**src/rtl/quat_norm_seed.sv**
```systemverilog
// Squared-norm front end of the fast inverse square root: x = sum(qi^2) with one
// shared multiplier, then x/2 and a power-of-two seed y0 ~ 1/sqrt(x).
module quat_norm_seed #(
    parameter int unsigned INT_WIDTH   = 12,
    parameter int unsigned FRACT_WIDTH = 4
) (
    input  logic                                 clk,
    input  logic                                 rst,
    input  logic                                 start,
    input  logic [INT_WIDTH+FRACT_WIDTH-1:0]     q0,
    input  logic [INT_WIDTH+FRACT_WIDTH-1:0]     q1,
    input  logic [INT_WIDTH+FRACT_WIDTH-1:0]     q2,
    input  logic [INT_WIDTH+FRACT_WIDTH-1:0]     q3,
    output logic                                 done,
    output logic [INT_WIDTH+FRACT_WIDTH-1:0]     x,
    output logic [INT_WIDTH+FRACT_WIDTH-1:0]     x_half,
    output logic [INT_WIDTH+FRACT_WIDTH-1:0]     y0,
    output logic                                 zero,
    output logic                                 sat
);

    localparam int unsigned W  = INT_WIDTH + FRACT_WIDTH;
    localparam int unsigned PW = 2 * W;
    localparam int unsigned AW = 2 * W + 2;
    localparam logic [W-1:0]  XMAX = {1'b0, {(W-1){1'b1}}};
    localparam logic [AW-1:0] HALF = AW'(1) << (FRACT_WIDTH - 1);

    typedef enum logic [2:0] {
        S_IDLE,
        S_SQUARE,
        S_NORM,
        S_SEED,
        S_DONE
    } state_t;

    state_t          state_q;
    logic [W-1:0]    qr_q [4];
    logic [AW-1:0]   acc_q;
    logic [1:0]      cnt_q;

    logic signed [PW-1:0] qext_c;
    logic signed [PW-1:0] sq_c;
    logic [AW-1:0]        r_c;
    logic                 over_c;

    // Square of the captured component selected by the counter; always non-negative.
    assign qext_c = PW'($signed(qr_q[cnt_q]));
    assign sq_c   = qext_c * qext_c;
    assign r_c    = (acc_q + HALF) >> FRACT_WIDTH;
    assign over_c = r_c > AW'(XMAX);

    // Seed 2^s with s = F - floor((msb(v) - F) / 2), clamped to the representable range.
    function automatic logic [W-1:0] seed_f(input logic [W-1:0] v);
        int p;
        int k;
        int s;
        p = 0;
        for (int i = 0; i < int'(W); i++) begin
            if (v[i]) p = i;
        end
        k = p - int'(FRACT_WIDTH);
        s = int'(FRACT_WIDTH) - (k >>> 1);
        if (v == '0)               seed_f = XMAX;
        else if (s < 0)            seed_f = W'(1);
        else if (s > int'(W) - 2)  seed_f = XMAX;
        else                       seed_f = W'(1) << s;
    endfunction

    always_ff @(posedge clk) begin
        if (rst) begin
            state_q <= S_IDLE;
            done    <= 1'b0;
            x       <= '0;
            x_half  <= '0;
            y0      <= '0;
            zero    <= 1'b0;
            sat     <= 1'b0;
            acc_q   <= '0;
            cnt_q   <= '0;
            for (int i = 0; i < 4; i++) qr_q[i] <= '0;
        end else begin
            case (state_q)
                S_IDLE: begin
                    if (start) begin
                        qr_q[0] <= q0;
                        qr_q[1] <= q1;
                        qr_q[2] <= q2;
                        qr_q[3] <= q3;
                        acc_q   <= '0;
                        cnt_q   <= '0;
                        state_q <= S_SQUARE;
                    end
                end
                S_SQUARE: begin
                    acc_q <= acc_q + AW'($unsigned(sq_c));
                    cnt_q <= cnt_q + 2'd1;
                    if (cnt_q == 2'd3) state_q <= S_NORM;
                end
                S_NORM: begin
                    x       <= over_c ? XMAX : r_c[W-1:0];
                    sat     <= over_c;
                    zero    <= ~over_c && (r_c == '0);
                    state_q <= S_SEED;
                end
                S_SEED: begin
                    x_half  <= x >> 1;
                    y0      <= seed_f(x);
                    done    <= 1'b1;
                    state_q <= S_DONE;
                end
                S_DONE: begin
                    // Level handshake: results stay up until the requester drops start.
                    if (!start) begin
                        done    <= 1'b0;
                        state_q <= S_IDLE;
                    end
                end
                default: state_q <= S_IDLE;
            endcase
        end
    end

endmodule

```
**config.mk**
```make
export PLATFORM = sky130hd
export DESIGN_NAME = quat_norm_seed
export DESIGN_NICKNAME = d
export VERILOG_FILES = /design/src/rtl/quat_norm_seed.sv
export SDC_FILE = /design/constraint.sdc
export NUM_CORES = 1
export LEC_CHECK = 0
export BUFFER_PORTS_ARGS = -buffer_cell sky130_fd_sc_hd__buf_2
export CAP_MARGIN = 20
export CORE_ASPECT_RATIO = 1.5
export CORE_UTILIZATION = 60
export CTS_CLUSTER_DIAMETER = 120
export DETAILED_ROUTE_END_ITERATION = 8
export MAX_ROUTING_LAYER = met4
export PLACE_DENSITY = 0.9
export SLEW_MARGIN = 20
export SYNTH_ARGS = -nofsm -noshare
export SYNTH_HDL_FRONTEND = slang
export SYNTH_SLANG_ARGS = --single-unit
```
**constraint.sdc**
```tcl
create_clock -name clk -period 16.8 [get_ports clk]
set_input_delay 0 -clock clk [delete_from_list [all_inputs] [get_ports clk]]
set_output_delay 0 -clock clk [all_outputs]
set_load 0.005 [all_outputs]
```
==> results of run 1 <==
==> critical path, delay by kind of cell (launching register included) <==
kind	cells	cell delay, ns
fa+ha+maj	8	3.79
buf+inv	7	1.40
compound gates	11	3.20
flops	1	0.36
simple gates	5	1.14
mux	1	0.40
xor+xnor	2	0.30
==> cell usage in the layout (no fill, tap or decap), drive strengths merged, types with 22 or more instances in the layout <==
cell / n
inv: 387
fa: 234
nand2: 176
nor2: 151
ha: 137
buf: 128
dfxtp: 84
and2: 79
a21oi: 76
dlygate4sd3: 65
edfxtp: 64
xnor2: 61
o21ai: 61
nor3: 35
a21o: 29
a211oi: 29
nand3: 26
xor2: 23
a22oi: 22
==> worst paths after layout <==
kind              start          to  cells past startpoint
max                flop   acc_q[29]                     34
min reg2reg  x_half[13]  x_half[13]                      2
max reg2reg        flop   acc_q[29]                     34
min                 rst   acc_q[25]                      3
==> flip-flops by register name (all words and copies together) (netlist names), named ones only <==
| name | cells |
|---|---|
| acc_q | 34 |
| x | 16 |
| zero | 1 |
| cnt_q | 2 |
| x_half | 15 |
| y0 | 9 |
| state_q | 3 |
| sat | 1 |
| qr_q | 64 |
| done | 1 |
==> per-stage QoR <==
| step | instance area, um2 | worst slack [ns] |
|---|---|---|
| finish | 19650 | 6.085 |
| detailed placement | 18390 | 6.350 |
| CTS | 19630 | 6.212 |
| floorplan | 17550 | 7.862 |
| global placement | 18390 | 6.475 |
| global route | 19650 | 5.757 |
==> cells in the mapped netlist (10+ instances only) <==
cell / number
inv_1: 379
fa_1: 234
nand2_1: 176
nor2_1: 151
ha_1: 137
dfxtp_1: 84
and2_1: 79
a21oi_1: 76
edfxtp_1: 64
xnor2_1: 61
clkbuf_1: 51
o21ai_0: 48
nor3_1: 34
a211oi_1: 29
a21o_1: 29
nand3_1: 26
xor2_1: 23
a22oi_1: 22
mux2i_1: 18
and3_1: 16
mux2_2: 16
o21ai_1: 13
or3_1: 11
buf_4: 10
o21a_1: 10
==> metal layers <==
metal	track usage, %	wire length (um)
met1	34.24	16350
met2	61.44	25830
met3	9.048	3478
met4	32.93	5272
met5	-	0
==> what timing repair did <==
| action | CTS | global route |
|---|---|---|
| hold buffers | 65 | 0 |
| hold endpoints to repair | 65 | 0 |
| gates resized for setup | 0 | 0 |
==> cell families (layout without fill, tap and decap cells) <==
kind of cell | Yosys count | count (layout) | synth area share (%)
fa+ha+maj | 371 | 371 | 36.46
buf+inv | 455 | 608 | 10.00
other cells | 1 | 4 | 0.02137
compound gates | 305 | 305 | 11.42
mux | 35 | 35 | 2.182
simple gates | 554 | 554 | 15.19
flops | 148 | 148 | 20.53
xor+xnor | 84 | 84 | 4.192
==> final cells by class <==
type / count / area [um2] / share of cell area, %
inverter: 383 / 1438 / 7.318
clock inverter: 15 / 165.2 / 0.8407
clock buffer: 17 / 425.4 / 2.165
timing repair buffer: 193 / 1321 / 6.725
tap: 390 / 488.0 / 2.484
multi-input combinational: 1350 / 12200 / 62.09
antenna: 3 / 7.507 / 0.03821
sequential: 148 / 3603 / 18.34
==> impl.org, run 1 <==
** Status
- The run finished with clean final reports.

** Yosys
- EDFF count, synth :: 64
- Among all flip-flop cells after synthesis, the most frequent one is dfxtp_1.
- fa_1 takes more of the synthesized area than any other cell.
- After synthesis, the share of flip-flops with an asynchronous set or reset is 0%.
- Most area-consuming cells after synthesis :: fa_1 (27%), edfxtp_1 (11%), ha_1 (9.8%)
- The cell area that synthesis handed to floorplanning was between 15000 and 20000 um2.
- Yosys printed 0 warnings.
- After synthesis, the largest area contributor takes up 26.70% of total cell area.
- The number of nets in the synthesized netlist is ~2400.
- The number of different library cells used by synthesis comes to 75.
- Share of the yosys chip area belonging to registers :: 20.53%
- Post-synthesis register bit count :: approximately 150
- Gate count of the mapped netlist :: 1953
- Averaged over all synthesized cells, the footprint is 8.985 um2.

** Global route
- Overall routing resource usage :: 36.54%
- Global routing finished with a remaining overflow of 0.
- The via count of the first global-routing pass came to 15650.
- The number of antenna violations at the first check in global routing came to 3.
- Largest net degree at the start of global routing :: 77
- Global-route wire length before repair :: 80.07 mm

** Timing
- The hold violation count in the final report was 0.
- Max Clk Rate :: around 0.093 GHz
- Slew Limit Fails :: 0
- The final critical path takes up between 60% and 70% of the cycle.
- Final setup viols :: 0
- Largest clock skew in the final design :: roughly 0.018 ns
- The worst pin sits at a relative slew slack of 27.17%.
- On the final layout, the worst hold slack is roughly 0.23 ns.
- Least-Margin Pin Slew :: 1.085 ns
- Setup repair after global routing missed its margin :: no
- The routed design could run at a clock period as short as 10.71 ns.
- For the final routed database, the setup TNS stands at 0 ns.

** Drt
- Once detail routing completed, the nets flagged for antenna violations numbered 0.
- Drt initial violations :: ~1100
- For this run, design rule violations remaining after detail routing come to 0.
- Vias after detailed routing :: 14850
- The pre-antenna-repair detailed-routing pass consisted of 5 iterations.
- Dividing the detail-routed wire length by the instance count gives 20.38 um.
- Vias per cell :: about 5.9
- Wires add up to 50.93 mm.

** Clock tree
- Worst skew pair latency :: 0.45 ns
- The number of clock buffers added by TritonCTS is 17.
- In this run the number of H-tree levels came out at 4.
- The tree is rooted in a clkbuf_16.
- The clock passes through at most 2 buffers.
- Post-CTS Setup Inserts :: 0
- TritonCTS clock tree :: built
- After clock tree synthesis, the clock-pin slew on the worst setup and hold paths is roughly 0.07 ns.
- Count of clock tree sinks :: 148

** Setup path
- Required time of the worst setup path :: 17.13 ns
- The critical path is of the flop to flop type.
- Delay contributed by the slowest stage of the critical path :: approximately 0.81 ns
- Among all stages on the critical path, the largest delay is contributed by o21ai_1.
- STA puts the critical path data arrival time at roughly 11 ns.
- Critical Path Start Type :: flop
- The worst setup path is captured at a flop.
- Slack of the worst reg-to-reg path :: 6.09 ns
- Along the worst path, the maximum fanout reaches 31.

** Floorplanning
- Row Count :: between 70 and 80
- The initial utilization of the core area, before any placement, comes to 61.11%.
- IO Count :: 118
- Vertical extent of the die :: 211.5 um
- The floorplan step defined a die boundary enclosing 29950 um2.
- The die is 141.6 um wide.
- CORE AREA :: 28720 um2

** Finish
- Fraction of final layout cells with drive strength greater than 1 :: 9.212%
- For this run, the share of the core covered by cells in the final layout is 68.41%.
- Growth of design area from synthesis to finish :: 11.96%
- In the final design database the tool counted 2531 nets.
- Fillers :: 2094
- Post-route non-filler standard cell count :: 2499

** Min path
- Hold Path Class :: primary input to flop

** Placement
- Last weighted congestion value of the routability-driven placer :: slightly above 1
- In this run the tool buffered the top-level ports with 116 buffer cells.
- Cell count after placement :: 2398
- Once detailed placement completed, the half-perimeter wirelength came to 34.99 mm.

** Run
- Max-cap violations in this run came to 0.
Power of run 1 is left out: the tool's default activity adds up to more than one toggle a clock period on the data nets, which glitch-free logic cannot reach.
==> run 2, diff against run 1 <==
Settings changed: ABC_AREA from default to 1, CORE_UTILIZATION 60 to 57.
Clock period 16.8 ns to 8.8 ns, I/O delays scaled along.
==> run 2 against run 1 <==
  * The flow now stops in global routing (5_1_grt)
  * Synthesized cell count is 26% higher
  * Area after synthesis increased by 6.3%
==> impl.org, run 2 <==
** Placement
- At the end of routability-driven placement, the weighted congestion stood at 1.033.
- Summed over all nets, the half-perimeter wirelength after detailed placement is 48.55 mm.
- Input and output buffers added on the ports amount to 116.

** Global route
- Global routing used 50.33% of the available tracks across all layers.
- Largest net degree at the start of global routing :: 65
- GRT overflow :: 6

** Yosys
- Post-synthesis register bit count :: between 100 and 150
- Counting every instance in the synthesized netlist gives 2466.
- Sequential cells were found to cover 19.32% of the synthesized design area.
- Count leader, synth :: inv_1
- Largest family of logic cells by synthesized area :: adder cells
- Multiplexer fraction of the synthesized cell area :: 0%
- Summing the areas of all and, or, nand and nor instances in the mapped netlist gives 21.05% of the synthesized area.
- A synthesized cell averages 7.563 um2.
- The synthesized netlist devotes 9.547% of its cell area to compound gates.
- Most area-consuming cells after synthesis :: fa_1 (25%), inv_1 (12%), edfxtp_1 (10%)
- Synthesized cell area :: around 19000 um2
- The synthesized netlist devotes 34.31% of its cell area to adder and majority cells.
- Mapped Nets :: around 2900
- For this run, the number of Yosys warnings is 0.
- Xor-xnor portion of the synthesized cell area :: 2.489%
- The biggest area contributor in the post-synthesis netlist is fa_1.
- The synthesized netlist contains 49 unique library cells.
- In this run, synthesis inferred 64 flip-flops with an integrated enable.
- By count the netlist is led by inv_1 (572), nand2_1 (425), nor2_1 (330), fa_1 (234), a21oi_1 (148).
- Area share of the leading cell type in the synthesized netlist :: 25.12%
- Ys async rst share :: 0%
- Main synth FF type :: dfxtp_1

** Timing
- Worst EP kind :: register input
- Worst EP post-GRT repair :: acc_q[25]$_SDFFE_PP0P_/D

** Floorplanning
- Vertical extent of the die :: 223.5 um
- Width of the die :: 149.7 um
- IO Count :: 118
- Row Count :: 80
- The initial utilization of the core area, before any placement, comes to 58.22%.

** Status
- The run stopped with a tool error.
- The tool reported: "[ERROR GRT-0232] Routing congestion too high. Check the congestion heatmap in the GUI".
- The flow halted during global routing (5_1_grt).

** Clock tree
- Count of clock tree sinks :: ~150
- Cts bufs inserted :: 17
- The H-tree was split into 4 levels.
- Library cell used as clock root buffer :: clkbuf_16
- Post-CTS Setup Inserts :: 0
- Maximum number of buffers from clock root to sink :: 2
-- run 2: stage by stage --
step	instances	TNS [ns]	setup slack, ns	util (%)	area (um2)
2_1_floorplan	2466	0	1.109	-	18650
3_3_place_gp	3140	0	0.1727	65.62	21020
3_5_place_dp	3140	-0.04173	-0.04173	65.62	21020
4_1_cts	3238	0	0.06722	69.54	22280
-- run 2: metal layers --
metal	track usage, %	GRT overflow
met1	45.67	0
met2	75.96	5
met3	22.42	0
met4	50.37	1
met5	-	-
-- run 2: cells by family after synthesis --
| logic type | Yosys count |
|---|---|
| compound gates | 307 |
| xor+xnor | 53 |
| fa+ha+maj | 371 |
| buf+inv | 645 |
| flops | 148 |
| other cells | 1 |
| simple gates | 941 |
-- run 2: repair_timing --
item / CTS
hold buffers: 65
resized for setup: 3
hold endpoints to repair: 67
gates cloned: 1
endpoints found under the setup margin: 4
==> run 3, diff against run 2 <==
Settings changed: CORE_ASPECT_RATIO 1.5 to default, CORE_UTILIZATION 57 to 40, CTS_CLUSTER_DIAMETER 120 to default, MAX_ROUTING_LAYER met4 to default, PLACE_DENSITY 0.9 to default, PLACE_DENSITY_LB_ADDON from default to 0.15.
Clock period 8.8 ns to 11.4 ns, I/O delays scaled along.
==> run 3 against run 2 <==
  * The run now ends clean
  * Area after synthesis is the same
  * Synthesized cell count is the same
==> impl.org, run 3 <==
** Min path
- Destination of the worst hold path :: acc_q[11]
- The worst hold path belongs to the class primary input to flop.
- The worst hold path begins at rst.
- Counting instances, the worst hold path has a depth of 3.

** Finish
- Most frequent standard cell in the layout excluding fill and tap cells :: inv_1
- More flip-flops sit in one register than any other, and that register is qr_q.
- Max reg flops :: 64
- In the final layout, the share of cells above drive strength 1 is approximately 8.6%.
- For this run, the post-layout net count is 3072.
- With fillers left out, the area of the finished cells amounts to 21170 um2.
- The largest registers in the layout are qr_q: 64 flops, acc_q: 34 flops, x: 16 flops.
- The top cell types in the final layout, fill and taps aside, are inv_1 (572), nand2_1 (423), nor2_1 (329).
- Growth of design area from synthesis to finish :: 13.50%

** Clock tree
- Clock-pin slew was measured on the worst setup and hold paths at 0.07 ns.
- Post-CTS Setup Inserts :: 0
- Worst skew pair latency :: 0.45 ns
- Library cell used as clock root buffer :: clkbuf_16
- The number of hold buffers added after CTS was 65.
- Maximum number of buffers from clock root to sink :: 2
- Cts bufs inserted :: 17
- The tree built by TritonCTS fans out to ~150 sinks.
- H-tree levels :: 4
- Gates resized during post-CTS repair numbered 0.
- TritonCTS built the clock tree.

** Yosys
- The synthesized design spends more area on one cell type than any other, namely fa_1.
- The synthesized netlist devotes 34.31% of its cell area to adder and majority cells.
- Simple-gate share of the synthesized area :: 21.05%
- Area share of the leading cell type in the synthesized netlist :: about 25%
- Summing the areas of all compound-gate instances in the mapped netlist gives 9.547% of the synthesized area.
- Of the post-synthesis cell area, the part taken by muxes is 0%.
- Number of distinct standard cells referenced by the synthesized netlist :: 49
- Post-synthesis register bit count :: 148
- Xor-xnor portion of the synthesized cell area :: 2.489%
- Yosys warns :: 0
- By area, the combinational part of the netlist is dominated by adder cells.
- Counting flops with a built-in enable in the synthesized netlist gives 64.
- Mapped Nets :: 2904
- By area the synthesized netlist is led by fa_1 (25%), inv_1 (12%), edfxtp_1 (10%).
- Main synth FF type :: dfxtp_1
- Of all flip-flops after synthesis, the portion carrying an async set or reset was 0%.
- By count the netlist is led by inv_1 (572), nand2_1 (425), nor2_1 (330), fa_1 (234), a21oi_1 (148).
- Among all cell types in the netlist, the one instantiated most often is inv_1.
- Dividing the synthesized area by the synthesized cell count gives 7.563 um2.
- Synthesized cell area :: 18650 um2
- Share of the yosys chip area belonging to registers :: ~19%
- The cell count after synthesis came out at 2466.

** Drt
- Vias after detailed routing :: 16090
- Wirelength, routed :: 53.78 mm
- Vias per cell :: 4.955
- Dividing the detail-routed wire length by the instance count gives 16.56 um.
- In this run the remaining antenna-violating nets after routing total 0.
- After detailed routing, the number of remaining DRC violations is 0.
- Drt initial violations :: slightly above 900
- DR pass1 iterations :: 5

** Setup path
- Critical Path Start Type :: flop
- In this design, the stage delay of the slowest critical-path cell is 0.64 ns.
- Critical register-to-register path endpoint :: acc_q[29]
- In this run the worst path has a maximum fanout of 24.
- STA puts the critical path data required time at around 12 ns.
- The setup check on the worst reg-to-reg path leaves a slack of 1.83 ns.
- For this design, the slowest cell found on the critical path is a32oi_2.
- The setup path with the least slack is of type flop to flop.
- At the worst endpoint, the arrival time is between 9 and 10 ns.
- STA classifies the critical path endpoint as a flop.
- Number of cells on the worst reg-to-reg path :: 29

** Placement
- Last weighted congestion value of the routability-driven placer :: between 0.9 and 1
- Cell area after placement :: 19910 um2
- Hpwl dp :: 43.36 mm
- Buffers placed on the I/O ports in this run total 116.

** Global route
- GRT overflow :: 0
- Via count of the first global-routing pass :: about 16000
- Entering global routing, the biggest net connects 65 pins.
- The first global-routing pass estimated approximately 87 mm of wire.
- Global routing used 23.32% of the available tracks.
- Antenna violations before repair :: 0

** Floorplanning
- Die area :: ~47000 um2
- After floorplanning, the core was divided into 78 placement rows.
- CORE AREA :: 45670 um2
- Vertical extent of the die :: 217.9 um
- IO Count :: 118
- From left edge to right edge, the die measures around 220 um.
- For this configuration, the core starts out at a cell density of around 40%.

** Timing
- Final setup TNS :: 0 ns
- Setup repair after global routing missed its margin :: no
- Headroom to the max-slew limit came out at 33.51%.
- The hold violation count in the final report was 0.
- For this run, the top clock speed supported by timing is 0.1045 GHz.
- Slew Limit Fails :: 0
- In the finished design, the share of the clock period the worst path needs comes to 83.94%.
- Setup violations remaining at the end of the flow were counted as 0.
- Least-Margin Pin Slew :: ~1 ns
- Fin crit period :: around 9.6 ns
- Largest clock skew in the final design :: 0.01227 ns

** Run
- Max-cap viol count :: 0

** Status
- The run finished with clean final reports.
-- run 3: cell counts after synthesis --
Identical to the previous run, type by type.
-- run 3: through the flow --
| step | worst slack, ns | hold slack, ns | instances | utilization, % |
|---|---|---|---|---|
| global route | 0.9256 | 0.1697 | 3247 | 46.34 |
| finish | 1.831 | 0.1586 | 3248 | 46.34 |
| global placement | 1.908 | 0.2978 | 3150 | 43.58 |
| floorplan | 3.709 | 0.1915 | 2466 | - |
| CTS | 1.764 | 0.1526 | 3247 | 46.34 |
| detailed placement | 1.794 | 0.3010 | 3150 | 43.59 |
-- run 3: final cells by class --
| cell class | count | area [um2] |
|---|---|---|
| Antenna cell | 1 | 2.502 |
| Clock buffer | 20 | 479.2 |
| Clock inverter | 12 | 125.1 |
| Fill cell | 4598 | 24510 |
| Inverter | 592 | 2222 |
| Multi-Input combinational cell | 1673 | 12590 |
| Sequential cell | 148 | 3603 |
| Tap cell | 600 | 750.7 |
| Timing Repair Buffer | 202 | 1389 |
-- run 3: per-layer routing --
| metal | vias to the layer above | GRT usage, % | share of wire, % |
|---|---|---|---|
| met3 | 71 | 2.608 | 3.0 |
| met5 | - | 0 | 0 |
| met2 | 310 | 39.82 | 49 |
| li1 | 7907 | - | - |
| met1 | 7806 | 31.20 | 45 |
| met4 | 0 | 6.084 | 2.1 |
-- run 3: worst max path at each step --
stage / start / end / slack [ns] / cells after the start
floorplan: flop / acc_q[33] / 3.71 / 37
global placement: flop / acc_q[29] / 1.91 / 29
detailed placement: flop / acc_q[29] / 1.79 / 29
CTS: flop / acc_q[29] / 1.76 / 30
global route: flop / acc_q[33] / 0.93 / 34
finish: flop / acc_q[29] / 1.83 / 29
-- run 3: worst max-delay path: cells and delay by family, from the launching register on --
kind,cells,cell delay (ns)
compound gates,8,2.04
xor+xnor,1,0.24
fa+ha+maj,8,3.80
buf+inv,6,1.89
flops,1,0.30
simple gates,6,1.13
-- run 3: kinds of logic after synthesis --
logic type      count (synthesis)
flops                         148
fa+ha+maj                     371
xor+xnor                       53
other cells                     1
buf+inv                       645
compound gates                307
simple gates                  941
Power of run 3 is left out for the same reason.
